[src/rtl/fwd_hazard_ctrl_pkg.sv]
`default_nettype none
// +----------------------------------------------------------------------------+
// | fwd_hazard_ctrl_pkg: shared types for the EX forwarding/hazard controller |
// | Rev 1.0                                                                    |
// +----------------------------------------------------------------------------+
package fwd_hazard_ctrl_pkg;

    // Widest register specifier the tracking entries can hold.
    localparam int c_MAX_REG_W = 8;

    typedef enum logic [1:0] {
        FWD_RF   = 2'b00,
        FWD_MEM  = 2'b01,
        FWD_WB   = 2'b10,
        FWD_ZERO = 2'b11
    } lc3b_fwd_sel;

    typedef enum logic [1:0] {
        HZ_RUN   = 2'b00,
        HZ_LU    = 2'b01,
        HZ_MWAIT = 2'b10
    } lc3b_hz_state;

    typedef struct packed {
        logic                   valid;
        logic [c_MAX_REG_W-1:0] dest;
        logic                   we;
        logic                   is_load;
    } lc3b_hz_entry;

    function automatic logic hz_match(input lc3b_hz_entry e,
                                      input logic [c_MAX_REG_W-1:0] src);
        return e.valid && e.we && (e.dest == src);
    endfunction

endpackage
`default_nettype wire

[src/rtl/fwd_hazard_ctrl_if.sv]
`default_nettype none
// +----------------------------------------------------------------------------+
// | fwd_hazard_ctrl_if: ID-stage operand info in, EX selects and stalls out    |
// | Rev 1.0                                                                    |
// +----------------------------------------------------------------------------+
interface fwd_hazard_ctrl_if #(
    parameter int REG_W = 3
);
    logic             id_valid;
    logic [REG_W-1:0] id_sr1;
    logic [REG_W-1:0] id_sr2;
    logic             id_uses_sr1;
    logic             id_uses_sr2;
    logic             id_uses_srstore;
    logic [REG_W-1:0] id_dest;
    logic             id_we;
    logic             id_is_load;
    logic             flush;
    logic             mem_req;
    logic             mem_resp;
    logic [1:0]       opAmux_sel;
    logic [1:0]       opBmux_sel;
    logic [1:0]       opSrmux_sel;
    logic             stall_if_id;
    logic             bubble_ex;
    logic             freeze;

    modport master (
        output id_valid, id_sr1, id_sr2, id_uses_sr1, id_uses_sr2,
               id_uses_srstore, id_dest, id_we, id_is_load,
               flush, mem_req, mem_resp,
        input  opAmux_sel, opBmux_sel, opSrmux_sel,
               stall_if_id, bubble_ex, freeze
    );

    modport slave (
        input  id_valid, id_sr1, id_sr2, id_uses_sr1, id_uses_sr2,
               id_uses_srstore, id_dest, id_we, id_is_load,
               flush, mem_req, mem_resp,
        output opAmux_sel, opBmux_sel, opSrmux_sel,
               stall_if_id, bubble_ex, freeze
    );
endinterface
`default_nettype wire

[src/rtl/fwd_hazard_ctrl_compare.sv]
`default_nettype none
// +----------------------------------------------------------------------------+
// | fwd_compare: resolves one ID source against the EX and MEM producers       |
// | Rev 1.0                                                                    |
// +----------------------------------------------------------------------------+
module fwd_compare
    import fwd_hazard_ctrl_pkg::*;
(
    input  logic [c_MAX_REG_W-1:0] src,
    input  logic                   use_src,
    input  lc3b_hz_entry           ex_entry,
    input  lc3b_hz_entry           mem_entry,
    output lc3b_fwd_sel            sel,
    output logic                   lu_hit
);
    logic w_ex_hit;
    logic w_mem_hit;
    logic w_unused;

    assign w_ex_hit  = use_src && hz_match(ex_entry, src);
    assign w_mem_hit = use_src && hz_match(mem_entry, src);
    assign lu_hit    = w_ex_hit && ex_entry.is_load;
    assign w_unused  = mem_entry.is_load;

    // The instruction in EX is the youngest producer, so it wins over MEM.
    always_comb begin
        sel = FWD_RF;
        if (w_ex_hit)
            sel = FWD_MEM;
        else if (w_mem_hit)
            sel = FWD_WB;
    end

endmodule
`default_nettype wire

[src/rtl/fwd_hazard_ctrl.sv]
`default_nettype none
// +----------------------------------------------------------------------------+
// | fwd_hazard_ctrl: EX forwarding selects plus load-use / memory-wait stalls  |
// | Rev 1.0                                                                    |
// +----------------------------------------------------------------------------+
module fwd_hazard_ctrl
    import fwd_hazard_ctrl_pkg::*;
#(
    parameter int REG_W    = 3,
    parameter int LU_STALL = 1
) (
    input  logic              clk,
    input  logic              rst_n,
    fwd_hazard_ctrl_if.slave  bus
);
    localparam logic [1:0] c_LU_INIT = 2'(LU_STALL - 1);

    lc3b_hz_state r_state;
    lc3b_hz_state r_resume;
    logic [1:0]   r_cnt;
    logic         r_stall;
    logic         r_bubble;
    logic         r_freeze;

    lc3b_hz_entry r_ex;
    lc3b_hz_entry r_mem;
    lc3b_hz_entry r_wb;
    lc3b_fwd_sel  r_opa;
    lc3b_fwd_sel  r_opb;
    lc3b_fwd_sel  r_opsr;

    lc3b_hz_entry           w_id_entry;
    logic [c_MAX_REG_W-1:0] w_sr1;
    logic [c_MAX_REG_W-1:0] w_sr2;
    lc3b_fwd_sel            w_sel_a;
    lc3b_fwd_sel            w_sel_b;
    lc3b_fwd_sel            w_sel_s;
    logic                   w_lu_a;
    logic                   w_lu_b;
    logic                   w_lu_s;
    logic                   w_id_live;
    logic                   w_lu_hazard;
    logic                   w_mem_wait;
    logic                   w_adv;
    logic                   w_ex_bubble;
    logic                   w_kill_ex;
    logic                   w_unused;

    assign w_sr1 = c_MAX_REG_W'(bus.id_sr1);
    assign w_sr2 = c_MAX_REG_W'(bus.id_sr2);

    always_comb begin
        w_id_entry         = '0;
        w_id_entry.valid   = bus.id_valid;
        w_id_entry.dest    = c_MAX_REG_W'(bus.id_dest);
        w_id_entry.we      = bus.id_we;
        w_id_entry.is_load = bus.id_is_load;
    end

    fwd_compare u_cmp_opa (
        .src       (w_sr1),
        .use_src   (bus.id_uses_sr1),
        .ex_entry  (r_ex),
        .mem_entry (r_mem),
        .sel       (w_sel_a),
        .lu_hit    (w_lu_a)
    );

    fwd_compare u_cmp_opb (
        .src       (w_sr2),
        .use_src   (bus.id_uses_sr2),
        .ex_entry  (r_ex),
        .mem_entry (r_mem),
        .sel       (w_sel_b),
        .lu_hit    (w_lu_b)
    );

    fwd_compare u_cmp_opsr (
        .src       (w_sr2),
        .use_src   (bus.id_uses_srstore),
        .ex_entry  (r_ex),
        .mem_entry (r_mem),
        .sel       (w_sel_s),
        .lu_hit    (w_lu_s)
    );

    assign w_id_live   = bus.id_valid && !bus.flush;
    assign w_lu_hazard = w_id_live && (w_lu_a || w_lu_b || w_lu_s);
    assign w_mem_wait  = bus.mem_req && !bus.mem_resp;

    // Pipeline movement seen by the tracking registers on this edge.
    always_comb begin
        w_adv       = 1'b0;
        w_ex_bubble = 1'b1;
        w_kill_ex   = 1'b0;
        unique case (r_state)
            HZ_RUN: begin
                if (!w_mem_wait) begin
                    w_adv       = 1'b1;
                    w_ex_bubble = w_lu_hazard || !w_id_live;
                end
            end
            HZ_LU: begin
                if (!w_mem_wait) begin
                    w_adv       = 1'b1;
                    w_ex_bubble = !w_id_live || (r_cnt != 2'd0);
                end
            end
            HZ_MWAIT: begin
                // A flush held off during the wait lands on the resume edge.
                w_kill_ex = bus.mem_resp && bus.flush;
            end
            default: ;
        endcase
    end

    always_ff @(posedge clk or negedge rst_n) begin
        if (!rst_n) begin
            r_ex   <= '0;
            r_mem  <= '0;
            r_wb   <= '0;
            r_opa  <= FWD_RF;
            r_opb  <= FWD_RF;
            r_opsr <= FWD_RF;
        end else if (w_adv) begin
            r_ex   <= w_ex_bubble ? lc3b_hz_entry'('0) : w_id_entry;
            r_mem  <= r_ex;
            r_wb   <= r_mem;
            r_opa  <= w_ex_bubble ? FWD_RF : w_sel_a;
            r_opb  <= w_ex_bubble ? FWD_RF : w_sel_b;
            r_opsr <= w_ex_bubble ? FWD_RF : w_sel_s;
        end else if (w_kill_ex) begin
            r_ex.valid <= 1'b0;
            r_opa      <= FWD_RF;
            r_opb      <= FWD_RF;
            r_opsr     <= FWD_RF;
        end
    end

    always_ff @(posedge clk or negedge rst_n) begin
        if (!rst_n) begin
            r_state  <= HZ_RUN;
            r_resume <= HZ_RUN;
            r_cnt    <= 2'd0;
            r_stall  <= 1'b0;
            r_bubble <= 1'b0;
            r_freeze <= 1'b0;
        end else begin
            unique case (r_state)
                HZ_RUN: begin
                    if (w_mem_wait) begin
                        r_state  <= HZ_MWAIT;
                        r_resume <= HZ_RUN;
                        r_stall  <= 1'b1;
                        r_bubble <= 1'b0;
                        r_freeze <= 1'b1;
                    end else if (w_lu_hazard) begin
                        r_state  <= HZ_LU;
                        r_cnt    <= c_LU_INIT;
                        r_stall  <= 1'b1;
                        r_bubble <= 1'b1;
                        r_freeze <= 1'b0;
                    end else begin
                        r_stall  <= 1'b0;
                        r_bubble <= 1'b0;
                        r_freeze <= 1'b0;
                    end
                end
                HZ_LU: begin
                    if (w_mem_wait) begin
                        r_state  <= HZ_MWAIT;
                        r_resume <= HZ_LU;
                        r_stall  <= 1'b1;
                        r_bubble <= 1'b0;
                        r_freeze <= 1'b1;
                    end else if (bus.flush || (r_cnt == 2'd0)) begin
                        r_state  <= HZ_RUN;
                        r_cnt    <= 2'd0;
                        r_stall  <= 1'b0;
                        r_bubble <= 1'b0;
                        r_freeze <= 1'b0;
                    end else begin
                        r_cnt    <= r_cnt - 2'd1;
                        r_stall  <= 1'b1;
                        r_bubble <= 1'b1;
                    end
                end
                HZ_MWAIT: begin
                    if (bus.mem_resp) begin
                        r_freeze <= 1'b0;
                        if (bus.flush || (r_resume == HZ_RUN)) begin
                            r_state  <= HZ_RUN;
                            r_cnt    <= 2'd0;
                            r_stall  <= 1'b0;
                            r_bubble <= 1'b0;
                        end else begin
                            r_state  <= HZ_LU;
                            r_stall  <= 1'b1;
                            r_bubble <= 1'b1;
                        end
                    end
                end
                default: begin
                    r_state  <= HZ_RUN;
                    r_stall  <= 1'b0;
                    r_bubble <= 1'b0;
                    r_freeze <= 1'b0;
                end
            endcase
        end
    end

    // WB is tracked for pipeline bookkeeping only; write-through covers it.
    assign w_unused = ^r_wb;

    assign bus.opAmux_sel  = r_opa;
    assign bus.opBmux_sel  = r_opb;
    assign bus.opSrmux_sel = r_opsr;
    assign bus.stall_if_id = r_stall;
    assign bus.bubble_ex   = r_bubble;
    assign bus.freeze      = r_freeze;

endmodule
`default_nettype wire

[src/flat_wrapper.sv]
// flat-port wrapper written by rule: the top's interface ports become plain ports
module fwd_hazard_ctrl_flat import fwd_hazard_ctrl_pkg::*;
#(
    parameter int REG_W    = 3,
    parameter int LU_STALL = 1
)
  (clk, rst_n, bus_id_valid, bus_id_sr1, bus_id_sr2, bus_id_uses_sr1, bus_id_uses_sr2, bus_id_uses_srstore, bus_id_dest, bus_id_we, bus_id_is_load, bus_flush, bus_mem_req, bus_mem_resp, bus_opAmux_sel, bus_opBmux_sel, bus_opSrmux_sel, bus_stall_if_id, bus_bubble_ex, bus_freeze);
  fwd_hazard_ctrl_if #(.REG_W(REG_W)) bus_i ();
  input  logic clk;
  input  logic rst_n;
  input wire logic [$bits(bus_i.id_valid)-1:0] bus_id_valid;
  input wire logic [$bits(bus_i.id_sr1)-1:0] bus_id_sr1;
  input wire logic [$bits(bus_i.id_sr2)-1:0] bus_id_sr2;
  input wire logic [$bits(bus_i.id_uses_sr1)-1:0] bus_id_uses_sr1;
  input wire logic [$bits(bus_i.id_uses_sr2)-1:0] bus_id_uses_sr2;
  input wire logic [$bits(bus_i.id_uses_srstore)-1:0] bus_id_uses_srstore;
  input wire logic [$bits(bus_i.id_dest)-1:0] bus_id_dest;
  input wire logic [$bits(bus_i.id_we)-1:0] bus_id_we;
  input wire logic [$bits(bus_i.id_is_load)-1:0] bus_id_is_load;
  input wire logic [$bits(bus_i.flush)-1:0] bus_flush;
  input wire logic [$bits(bus_i.mem_req)-1:0] bus_mem_req;
  input wire logic [$bits(bus_i.mem_resp)-1:0] bus_mem_resp;
  output wire logic [$bits(bus_i.opAmux_sel)-1:0] bus_opAmux_sel;
  output wire logic [$bits(bus_i.opBmux_sel)-1:0] bus_opBmux_sel;
  output wire logic [$bits(bus_i.opSrmux_sel)-1:0] bus_opSrmux_sel;
  output wire logic [$bits(bus_i.stall_if_id)-1:0] bus_stall_if_id;
  output wire logic [$bits(bus_i.bubble_ex)-1:0] bus_bubble_ex;
  output wire logic [$bits(bus_i.freeze)-1:0] bus_freeze;
  assign bus_i.id_valid = bus_id_valid;
  assign bus_i.id_sr1 = bus_id_sr1;
  assign bus_i.id_sr2 = bus_id_sr2;
  assign bus_i.id_uses_sr1 = bus_id_uses_sr1;
  assign bus_i.id_uses_sr2 = bus_id_uses_sr2;
  assign bus_i.id_uses_srstore = bus_id_uses_srstore;
  assign bus_i.id_dest = bus_id_dest;
  assign bus_i.id_we = bus_id_we;
  assign bus_i.id_is_load = bus_id_is_load;
  assign bus_i.flush = bus_flush;
  assign bus_i.mem_req = bus_mem_req;
  assign bus_i.mem_resp = bus_mem_resp;
  assign bus_opAmux_sel = bus_i.opAmux_sel;
  assign bus_opBmux_sel = bus_i.opBmux_sel;
  assign bus_opSrmux_sel = bus_i.opSrmux_sel;
  assign bus_stall_if_id = bus_i.stall_if_id;
  assign bus_bubble_ex = bus_i.bubble_ex;
  assign bus_freeze = bus_i.freeze;
  fwd_hazard_ctrl #(.REG_W(REG_W), .LU_STALL(LU_STALL)) u_core (.clk(clk), .rst_n(rst_n), .bus(bus_i));
endmodule
[config.mk]
export PLATFORM = sky130hd
export DESIGN_NAME = fwd_hazard_ctrl_flat
export DESIGN_NICKNAME = d
export VERILOG_FILES = /design/src/rtl/fwd_hazard_ctrl_pkg.sv /design/src/rtl/fwd_hazard_ctrl_if.sv /design/src/rtl/fwd_hazard_ctrl_compare.sv /design/src/rtl/fwd_hazard_ctrl.sv /design/src/flat_wrapper.sv
export SDC_FILE = /design/constraint.sdc
export NUM_CORES = 1
export LEC_CHECK = 0
export CORE_MARGIN = 10
export CORE_UTILIZATION = 29
export CTS_BUF_LIST = sky130_fd_sc_hd__clkbuf_4
export CTS_CLUSTER_SIZE = 40
export DETAILED_ROUTE_END_ITERATION = 12
export GPL_TIMING_DRIVEN = 0
export HOLD_SLACK_MARGIN = 0.12
export PLACE_DENSITY = 0.61
export SLEW_MARGIN = 10
export SYNTH_ARGS = -nofsm -noshare
export SYNTH_HDL_FRONTEND = slang
export SYNTH_HIERARCHICAL = 1
export SYNTH_SLANG_ARGS = --single-unit
[constraint.sdc]
create_clock -name clk -period 1.95 [get_ports clk]
set_input_delay 0.39 -clock clk [delete_from_list [all_inputs] [get_ports clk]]
set_output_delay 0.39 -clock clk [all_outputs]
set_load 0.01 [all_outputs]
==> flow_metrics.py, run 1 <==
metrics = {
    "status": {
        "status": "finished, violations left",
        "violations": "setup timing",
    },
    "global_route": {
        "antenna_found_initial": 0,
        "track_usage_pct": 8.77,
        "grt-ovfl-total": 0,
        "grt_pass1_vias": 1609,
        "grt_pass1_wl_mm": 7.25,
        "grt_max_degree": 26,
    },
    "sta": {
        "timing.slew.headroom_pct": 56.8,
        "finalCriticalPeriod_ns": 2.07,
        "finalSetupTns_ns": -1.23,
        "setup_viol": 12,
        "hold_viol": 0,
        "finalCritPeriodShare_pct": 106,
        "worst_slack_ns": -0.122,
        "fmax_ghz": 0.483,
        "slew_viol_final": 0,
        "rsz0062_at_grt": "true",
        "final.setup_skew_ns": 0.00425,
        "tightestPinTransition_ns": 0.646,
    },
    "drt": {
        "drtAntennaViolNets": 0,
        "wl_mm": 4.42,
        "drtIter0Drc": 93,
        "drtPass1Iterations": 4,
        "via_count": 1579,
        "drc": 0,
        "wire_per_inst_um": 12.6,
        "via_per_inst": 4.49,
    },
    "hold_path": {
        "min_from": "u_core/bus.opSrmux_sel[0]$_DFFE_PN0P_",
        "hp-class": "register to register",
    },
    "finish": {
        "fin_cells": 352,
        "drive_above_1_share_pct": 14.8,
        "diodes": 0,
        "layout_common_cells": "conb_1, xnor2_1, dfrtp_1",
        "nets": 299,
        "layout_commonest_cell": "conb_1",
        "syn2layout_area_growth_pct": 39.6,
        "fin_area_sq_um": 2570,
    },
    "floorplanning": {
        "core_sq_um": 6030,
        "die_area_sq_um": 9920,
        "die_w_um": 99.6,
        "ios": 29,
        "start_util_pct": 30.5,
        "die_height_um": 99.6,
        "rows": 28,
    },
    "place": {
        "place.gp.congestion": 0.811,
        "placedCellCount": 340,
        "dpl_cell_area_sq_um": 2430,
        "portBuffers": 28,
        "dp_hpwl_mm": 3.45,
    },
    "clocking": {
        "cts_buffers": 3,
        "cts_root_buf": "clkbuf_4",
        "numClockSinks": 25,
        "clockBufferDepth": 2,
        "htreeDepth": 1,
        "cts_tree": "built",
        "path_clk_slew_ns": 0.15,
        "clk_latency_ns": 0.32,
    },
    "worst_setup_path": {
        "worstSetupStartpointType": "register",
        "crit_start": "u_core/r_ex[4]$_DFFE_PN0P_",
        "r2r-start": "u_core/r_ex[4]$_DFFE_PN0P_",
        "crit_type": "register to register",
        "ff2ff_setup_slack_ns": -0.12,
        "worstPathRequired_ns": 2.17,
        "crit_path_max_fanout": 10,
        "worst_setup_path_end_kind": "register",
        "arrival_ns": 2.30,
    },
    "synthesis": {
        "postSynthAreaPerCell_sq_um": 10.3,
        "synthesis.area_sq_um": 1840,
        "yosysWarningCount": 6,
        "synthCells": 178,
    },
    "flow_run": {
        "maxCapViolCount": 0,
    },
    "power": {
        "p_per_area_nw_per_um2": 476,
        "total_power_mw": 1.22,
        "peakVddDrop_mv": 0.250,
        "p_leak_nw": 1.04,
    },
}
-- flip-flops by register name (all words and copies together) (netlist names) --
register	count
u_core/bus.stall_if_id	1
u_core/r_mem	5
u_core/r_resume	1
u_core/bus.bubble_ex	1
u_core/bus.opSrmux_sel	2
u_core/r_ex	6
u_core/bus.opBmux_sel	2
u_core/bus.freeze	1
u_core/r_state	2
u_core/r_cnt	2
u_core/bus.opAmux_sel	2
-- worst max-delay path: stages (launching register included) --
cell and delay (ns):
dfrtp_2 0.48, xnor2_1 0.17, nand4_1 0.13, nor3_2 0.22, and2_2 0.18, nor3_2 0.05
or3_4 0.35, buf_8 0.15, a32o_1 0.25
-- timing repair --
action,4_1_cts,5_1_grt
resized for setup,17,1
gates cloned,0,0
endpoints found under the setup margin,14,14
pin swaps,5,2
endpoints found under the hold margin,0,25
setup buffers,6,1
hold buffers,0,1
-- cell type report --
type | count | area (sq um)
Fill cell | 618 | 3460
Multi-Input combinational cell | 199 | 1410
Sequential cell | 25 | 629
Timing Repair Buffer | 36 | 330
Tap cell | 75 | 93.8
Buffer | 8 | 55.1
Clock buffer | 3 | 22.5
Inverter | 5 | 18.8
Clock inverter | 1 | 7.51
-- where the power goes --
part | internal, mW | switching [mW]
sequential | 0.558 | 0.0474
clock | 0.0782 | 0.163
combinational | 0.192 | 0.184
-- stage by stage --
stage / hold WS, ns / util (%) / worst slack [ns]
2_1_floorplan: 0.0944 / - / 0.0628
3_3_place_gp: 0.478 / 40.4 / -0.759
3_5_place_dp: 0.484 / 40.4 / -0.799
4_1_cts: 0.518 / 42.3 / -0.189
5_1_grt: 0.542 / 42.6 / -0.219
6_report: 0.508 / 42.6 / -0.122
-- metal layers --
metal  up-vias  global-route usage, %  wire length, um
li1        798                      -                -
met2        21                   14.8             2080
met5         -                      0                0
met4         0                   3.31               54
met1       756                   10.8             2100
met3         4                   1.52              183
-- worst paths after layout --
path | depth (start not counted) | endpoint
max | 8 | u_core/bus.opSrmux_sel[1]$_DFFE_PN0P_
min reg2reg | 1 | u_core/bus.opSrmux_sel[0]$_DFFE_PN0P_
min in group asynchronous | 2 | u_core/bus.bubble_ex$_DFFE_PN0N_
max reg2reg | 8 | u_core/bus.opSrmux_sel[1]$_DFFE_PN0P_
min | 1 | u_core/bus.opSrmux_sel[0]$_DFFE_PN0P_
max in group asynchronous | 2 | u_core/r_ex[3]$_DFFE_PN0P_
No activity file was read; power rests on OpenSTA's default activity.
==> inputs of run 2 (changes only) <==
--- a/config.mk
+++ b/config.mk
@@ -12,6 +12,7 @@
 export DETAILED_ROUTE_END_ITERATION = 12
 export GPL_TIMING_DRIVEN = 0
 export HOLD_SLACK_MARGIN = 0.12
+export MAX_ROUTING_LAYER = met4
 export PLACE_DENSITY = 0.61
 export SLEW_MARGIN = 10
 export SYNTH_ARGS = -nofsm -noshare
==> run 2 against run 1 <==
Net effect: the flow still finishes with violations (setup timing); final cell count is the same; clock-buffer cell count is the same; via count shrank 0.44%; first-iteration DRC count shrank 11%; die area is the same; combinational power is essentially flat; routed wire length is essentially flat; sequential power is essentially flat; critical path type unchanged; largest power group unchanged.
==> flow_metrics.py, run 2 (same netlist as run 1, synthesis figures left out) <==
metrics = {
    "place": {
        "portBuffers": 28,
        "placedCellCount": 340,
        "place.gp.congestion": 0.823,
        "dp_hpwl_mm": 3.45,
    },
    "worst_setup_path": {
        "r2r_cells": 8,
        "ff2ff_setup_slack_ns": -0.13,
        "arrival_ns": 2.31,
        "crit_path_end": "u_core/bus.opSrmux_sel[1]$_DFFE_PN0P_",
        "worstSetupStartpointType": "register",
        "crit_path_max_fanout": 10,
        "worst_setup_path_end_kind": "register",
        "worstPathRequired_ns": 2.17,
        "crit_start": "u_core/r_ex[4]$_DFFE_PN0P_",
        "r2r-start": "u_core/r_ex[4]$_DFFE_PN0P_",
        "regToRegEndpoint": "u_core/bus.opSrmux_sel[1]$_DFFE_PN0P_",
        "crit_type": "register to register",
    },
    "finish": {
        "largest_reg_flops": 6,
        "syn2layout_area_growth_pct": 39.6,
        "diodes": 0,
        "regArea_sq_um": 629,
        "layout_common_cells": "conb_1, xnor2_1, dfrtp_1",
        "reg.largest.list": "u_core/r_ex x6, u_core/r_mem x5",
        "fillers": 618,
        "drive_above_1_share_pct": 14.8,
        "final_util_pct": 42.6,
        "multiInputGateArea_sq_um": 1410,
        "fin_cells": 352,
        "top_register": "u_core/r_ex",
        "layout_commonest_cell": "conb_1",
        "nets": 299,
    },
    "status": {
        "status": "finished, violations left",
        "violations": "setup timing",
    },
    "floorplanning": {
        "rows": 28,
        "die_height_um": 99.6,
        "start_util_pct": 30.5,
        "core_sq_um": 6030,
        "die_w_um": 99.6,
        "ios": 29,
        "die_area_sq_um": 9920,
    },
    "clocking": {
        "clockBufferDepth": 2,
        "htreeDepth": 1,
        "numClockSinks": 25,
        "clk_latency_ns": 0.32,
        "path_clk_slew_ns": 0.15,
        "cts_tree": "built",
        "cts_buffers": 3,
        "cts_root_buf": "clkbuf_4",
    },
    "drt": {
        "drtAntennaViolNets": 0,
        "drc": 0,
        "via_count": 1572,
        "wire_per_inst_um": 12.6,
        "drtPass1Iterations": 4,
        "drtIter0Drc": 83,
        "wl_mm": 4.42,
        "via_per_inst": 4.47,
    },
    "global_route": {
        "grt_max_degree": 26,
        "track_usage_pct": 9.02,
        "grt-ovfl-total": 0,
        "antenna_found_initial": 0,
        "grt_pass1_vias": 1609,
        "grt_pass1_wl_mm": 7.24,
    },
    "power": {
        "p_leak_nw": 1.04,
        "p_per_area_nw_per_um2": 478,
        "total_power_mw": 1.23,
        "peakVddDrop_mv": 0.255,
    },
    "sta": {
        "slew_viol_final": 0,
        "finalCriticalPeriod_ns": 2.08,
        "fmax_ghz": 0.480,
        "tightestPinTransition_ns": 0.646,
        "whs_ns": 0.509,
        "worst_slack_ns": -0.135,
        "hold_viol": 0,
        "final.setup_skew_ns": 0.00280,
        "rsz0062_at_grt": "true",
        "finalCritPeriodShare_pct": 107,
        "setup_viol": 12,
        "finalSetupTns_ns": -1.38,
        "timing.slew.headroom_pct": 56.8,
    },
    "flow_run": {
        "maxCapViolCount": 0,
    },
    "hold_path": {
        "hp-class": "register to register",
    },
}
run 2: cell counts in the layout (fill, tap and decap cells not counted):
No cell type changed its count.
run 2: final cells by class:
cell class	instances	share of cell area [%]
multi-input combinational	199	54.9
tap	75	3.66
clock inverter	1	0.293
inverter	5	0.731
sequential	25	24.5
buffer	8	2.15
timing repair buffer	36	12.9
clock buffer	3	0.878
run 2: report_power, final:
group          leakage, nW  switching [mW]  internal, mW
clock network       0.0139           0.166        0.0782
registers            0.334          0.0474         0.558
logic                0.692           0.185         0.192
run 2: worst min path at each step:
| stage | slack [ns] | depth (start not counted) | start | to |
|---|---|---|---|---|
| floorplan | 0.09 | 0 | rst_n | u_core/bus.bubble_ex$_DFFE_PN0N_ |
| global placement | 0.48 | 1 | u_core/bus.opBmux_sel[0]$_DFFE_PN0P_ | u_core/bus.opBmux_sel[0]$_DFFE_PN0P_ |
| detailed placement | 0.48 | 1 | u_core/bus.opSrmux_sel[0]$_DFFE_PN0P_ | u_core/bus.opSrmux_sel[0]$_DFFE_PN0P_ |
| CTS | 0.52 | 1 | u_core/bus.opSrmux_sel[0]$_DFFE_PN0P_ | u_core/bus.opSrmux_sel[0]$_DFFE_PN0P_ |
| global route | 0.54 | 1 | u_core/r_cnt[0]$_DFFE_PN0P_ | u_core/r_cnt[0]$_DFFE_PN0P_ |
| finish | 0.51 | 1 | u_core/bus.opSrmux_sel[0]$_DFFE_PN0P_ | u_core/bus.opSrmux_sel[0]$_DFFE_PN0P_ |
run 2: timing repair:
item	4_1_cts	5_1_grt
resized for setup	17	1
hold endpoints to repair	0	25
pin swaps	5	2
hold buffers	0	1
endpoints found under the setup margin	14	14
setup buffers	6	1
run 2: metal layers:
metal	global-route usage (%)	routed length, um	part of all wire, %	vias up
li1	-	-	-	799
met1	11.2	2200	50	752
met2	14.8	2120	48	19
met3	0.969	77	1.7	2
met4	3.31	25	0.57	0
met5	-	0	0	-
run 2: through the flow:
stage | area [sq um] | setup WS, ns
after detailed placement | 2430 | -0.799
after CTS | 2550 | -0.189
final | 2570 | -0.135
after global placement | 2430 | -0.759
after floorplan | 2060 | 0.0628
after global routing | 2570 | -0.219
run 2: worst max-delay path, stage by stage, from the launching register on:
cell     delay (ns)
dfrtp_2        0.48
xnor2_1        0.17
nand4_1        0.14
nor3_2         0.22
and2_2         0.18
nor3_2         0.05
or3_4          0.35
buf_8          0.15
a32o_1         0.25
==> inputs of run 3 (changes only) <==
--- a/config.mk
+++ b/config.mk
@@ -5,6 +5,9 @@
 export SDC_FILE = /design/constraint.sdc
 export NUM_CORES = 1
 export LEC_CHECK = 0
+export CAP_MARGIN = 20
+export CELL_PAD_IN_SITES_DETAIL_PLACEMENT = 1
+export CELL_PAD_IN_SITES_GLOBAL_PLACEMENT = 1
 export CORE_MARGIN = 10
 export CORE_UTILIZATION = 29
 export CTS_BUF_LIST = sky130_fd_sc_hd__clkbuf_4
@@ -13,7 +16,7 @@
 export GPL_TIMING_DRIVEN = 0
 export HOLD_SLACK_MARGIN = 0.12
 export MAX_ROUTING_LAYER = met4
-export PLACE_DENSITY = 0.61
+export PLACE_DENSITY = 0.72
 export SLEW_MARGIN = 10
 export SYNTH_ARGS = -nofsm -noshare
 export SYNTH_HDL_FRONTEND = slang
==> run 3 against run 2 <==
Net effect: the run still ends with setup timing left; clock skew increased by 0.011 ns; register-to-register slack worse by 0.12 ns; first-iteration DRC count is 7.2% lower; critical path depth is the same; setup slack worse by 0.12 ns; die area unchanged; sequential power barely moved; highest routed layer unchanged.
==> flow_metrics.py, run 3 (same netlist as run 1, synthesis figures left out) <==
metrics = {
    "status": {
        "status": "finished, violations left",
        "violations": "setup timing",
    },
    "sta": {
        "finalCritPeriodShare_pct": 113,
        "hold_viol": 0,
        "final.setup_skew_ns": 0.0136,
        "rsz0062_at_grt": "true",
        "finalCriticalPeriod_ns": 2.20,
        "whs_ns": 0.415,
        "worst_slack_ns": -0.250,
        "timing.slew.headroom_pct": 60.5,
        "setup_viol": 13,
        "fmax_ghz": 0.455,
        "tightestPinTransition_ns": 0.591,
        "slew_viol_final": 0,
    },
    "worst_setup_path": {
        "worstSetupStartpointType": "register",
        "crit_path_max_fanout": 10,
        "crit_type": "register to register",
        "worstPathRequired_ns": 2.16,
        "arrival_ns": 2.41,
        "worst_setup_path_end_kind": "register",
    },
    "floorplanning": {
        "die_area_sq_um": 9920,
        "die_w_um": 99.6,
        "die_height_um": 99.6,
        "start_util_pct": 30.5,
        "rows": 28,
        "core_sq_um": 6030,
        "ios": 29,
    },
    "finish": {
        "largest_reg_flops": 6,
        "layout_commonest_cell": "conb_1",
        "fin_area_sq_um": 2620,
        "diodes": 0,
        "syn2layout_area_growth_pct": 42.3,
        "layout_common_cells": "conb_1, xnor2_1, clkdlybuf4s50_1, dfrtp_1, nand4_1",
        "nets": 299,
        "drive_above_1_share_pct": 14.8,
        "reg.largest.list": "u_core/r_ex x6, u_core/r_mem x5",
        "fin_cells": 352,
        "top_register": "u_core/r_ex",
    },
    "power": {
        "power_frac_clock_pct": 19.3,
        "p_int_mw": 0.833,
        "combPwrFrac_pct": 31.9,
        "p_per_area_nw_per_um2": 476,
        "peakVddDrop_mv": 0.251,
        "power_switching_mw": 0.412,
        "seqPwrFrac_pct": 48.8,
        "switching_share_pct": 33.1,
        "p_leak_nw": 1.07,
    },
    "drt": {
        "via_per_inst": 4.53,
        "drtAntennaViolNets": 0,
        "via_count": 1595,
        "wl_mm": 5.13,
        "drtIter0Drc": 77,
        "drtPass1Iterations": 4,
        "wire_per_inst_um": 14.6,
        "drc": 0,
    },
    "clocking": {
        "htreeDepth": 1,
        "path_clk_slew_ns": 0.15,
        "cts_buffers": 3,
        "cts_tree": "built",
        "numClockSinks": 25,
        "clockBufferDepth": 2,
        "clk_latency_ns": 0.33,
        "cts_root_buf": "clkbuf_4",
    },
    "place": {
        "placedCellCount": 341,
        "portBuffers": 28,
        "place.gp.congestion": 0.782,
        "dpl_cell_area_sq_um": 2460,
        "dp_slack_ns": -0.819,
        "dp_hpwl_mm": 4.09,
    },
    "hold_path": {
        "hp-class": "input pin to asynchronous set/reset pin",
    },
    "global_route": {
        "grt-ovfl-total": 0,
        "track_usage_pct": 10.6,
        "grt_pass1_vias": 1716,
        "grt_max_degree": 17,
        "antenna_found_initial": 0,
        "grt_pass1_wl_mm": 8.57,
    },
    "flow_run": {
        "maxCapViolCount": 0,
    },
}
==> run 3: layer usage <==
metal,vias up,routed length (um),GRT usage (%)
met5,-,0,-
met4,0,42,2.87
met3,4,135,1.59
met2,24,2510,17.2
met1,770,2450,13.5
li1,797,-,-
==> run 3: path summary, 6_finish.rpt <==
check | startpoint | endpoint | slack, ns | cells past startpoint
min | rst_n | u_core/r_resume[0]$_DFFE_PN0P_ | 0.42 | 1
max | u_core/r_ex[3]$_DFFE_PN0P_ | u_core/bus.opSrmux_sel[1]$_DFFE_PN0P_ | -0.25 | 8
min reg2reg | u_core/bus.opBmux_sel[1]$_DFFE_PN0P_ | u_core/bus.opBmux_sel[1]$_DFFE_PN0P_ | 0.51 | 1
min in group clk | u_core/bus.opBmux_sel[1]$_DFFE_PN0P_ | u_core/bus.opBmux_sel[1]$_DFFE_PN0P_ | 0.51 | 1
max reg2reg | u_core/r_ex[3]$_DFFE_PN0P_ | u_core/bus.opSrmux_sel[1]$_DFFE_PN0P_ | -0.25 | 8
max in group asynchronous | rst_n | u_core/r_ex[2]$_DFFE_PN0P_ | 1.03 | 2
==> run 3: area by class of cell <==
type	count	area [sq um]
Timing Repair Buffer	36	357
Inverter	5	18.8
Tap cell	75	93.8
Clock inverter	1	7.51
Sequential cell	25	629
Fill cell	721	3410
Multi-Input combinational cell	199	1430
Buffer	8	55.1
Clock buffer	3	22.5
==> run 3: per-stage QoR <==
step                setup TNS [ns]  utilization [%]  total power [mW]
global placement            -10.64             40.4             0.976
global route                 -3.60             43.4              1.33
detailed placement          -11.48             40.8             0.994
CTS                          -2.50             42.5              1.26
floorplan                        0                -             0.858
finish                       -2.58             43.4              1.25
==> run 3: power groups by stage <==
stage	clock (mW)	sequential (mW)	combinational, mW
2_1_floorplan	0	0.604	0.254
3_3_place_gp	0	0.614	0.363
3_5_place_dp	0	0.615	0.379
4_1_cts	0.265	0.607	0.385
5_1_grt	0.276	0.615	0.443
6_report	0.240	0.608	0.398
==> run 3: worst max-delay path, stage by stage, from the launching register on <==
cell and delay, ns:
dfrtp_2 0.50, xnor2_1 0.18, nand4_1 0.15, nor3_4 0.22, and2_2 0.23, nor3_4 0.05
or3_4 0.35, buf_8 0.15, a32o_1 0.26
==> run 3: what timing repair did <==
item / CTS / global route
pin swaps: 3 / 11
buffers inserted: 4 / 3
hold buffers: 0 / 0
resized for setup: 18 / 6
setup endpoints to repair: 15 / 16
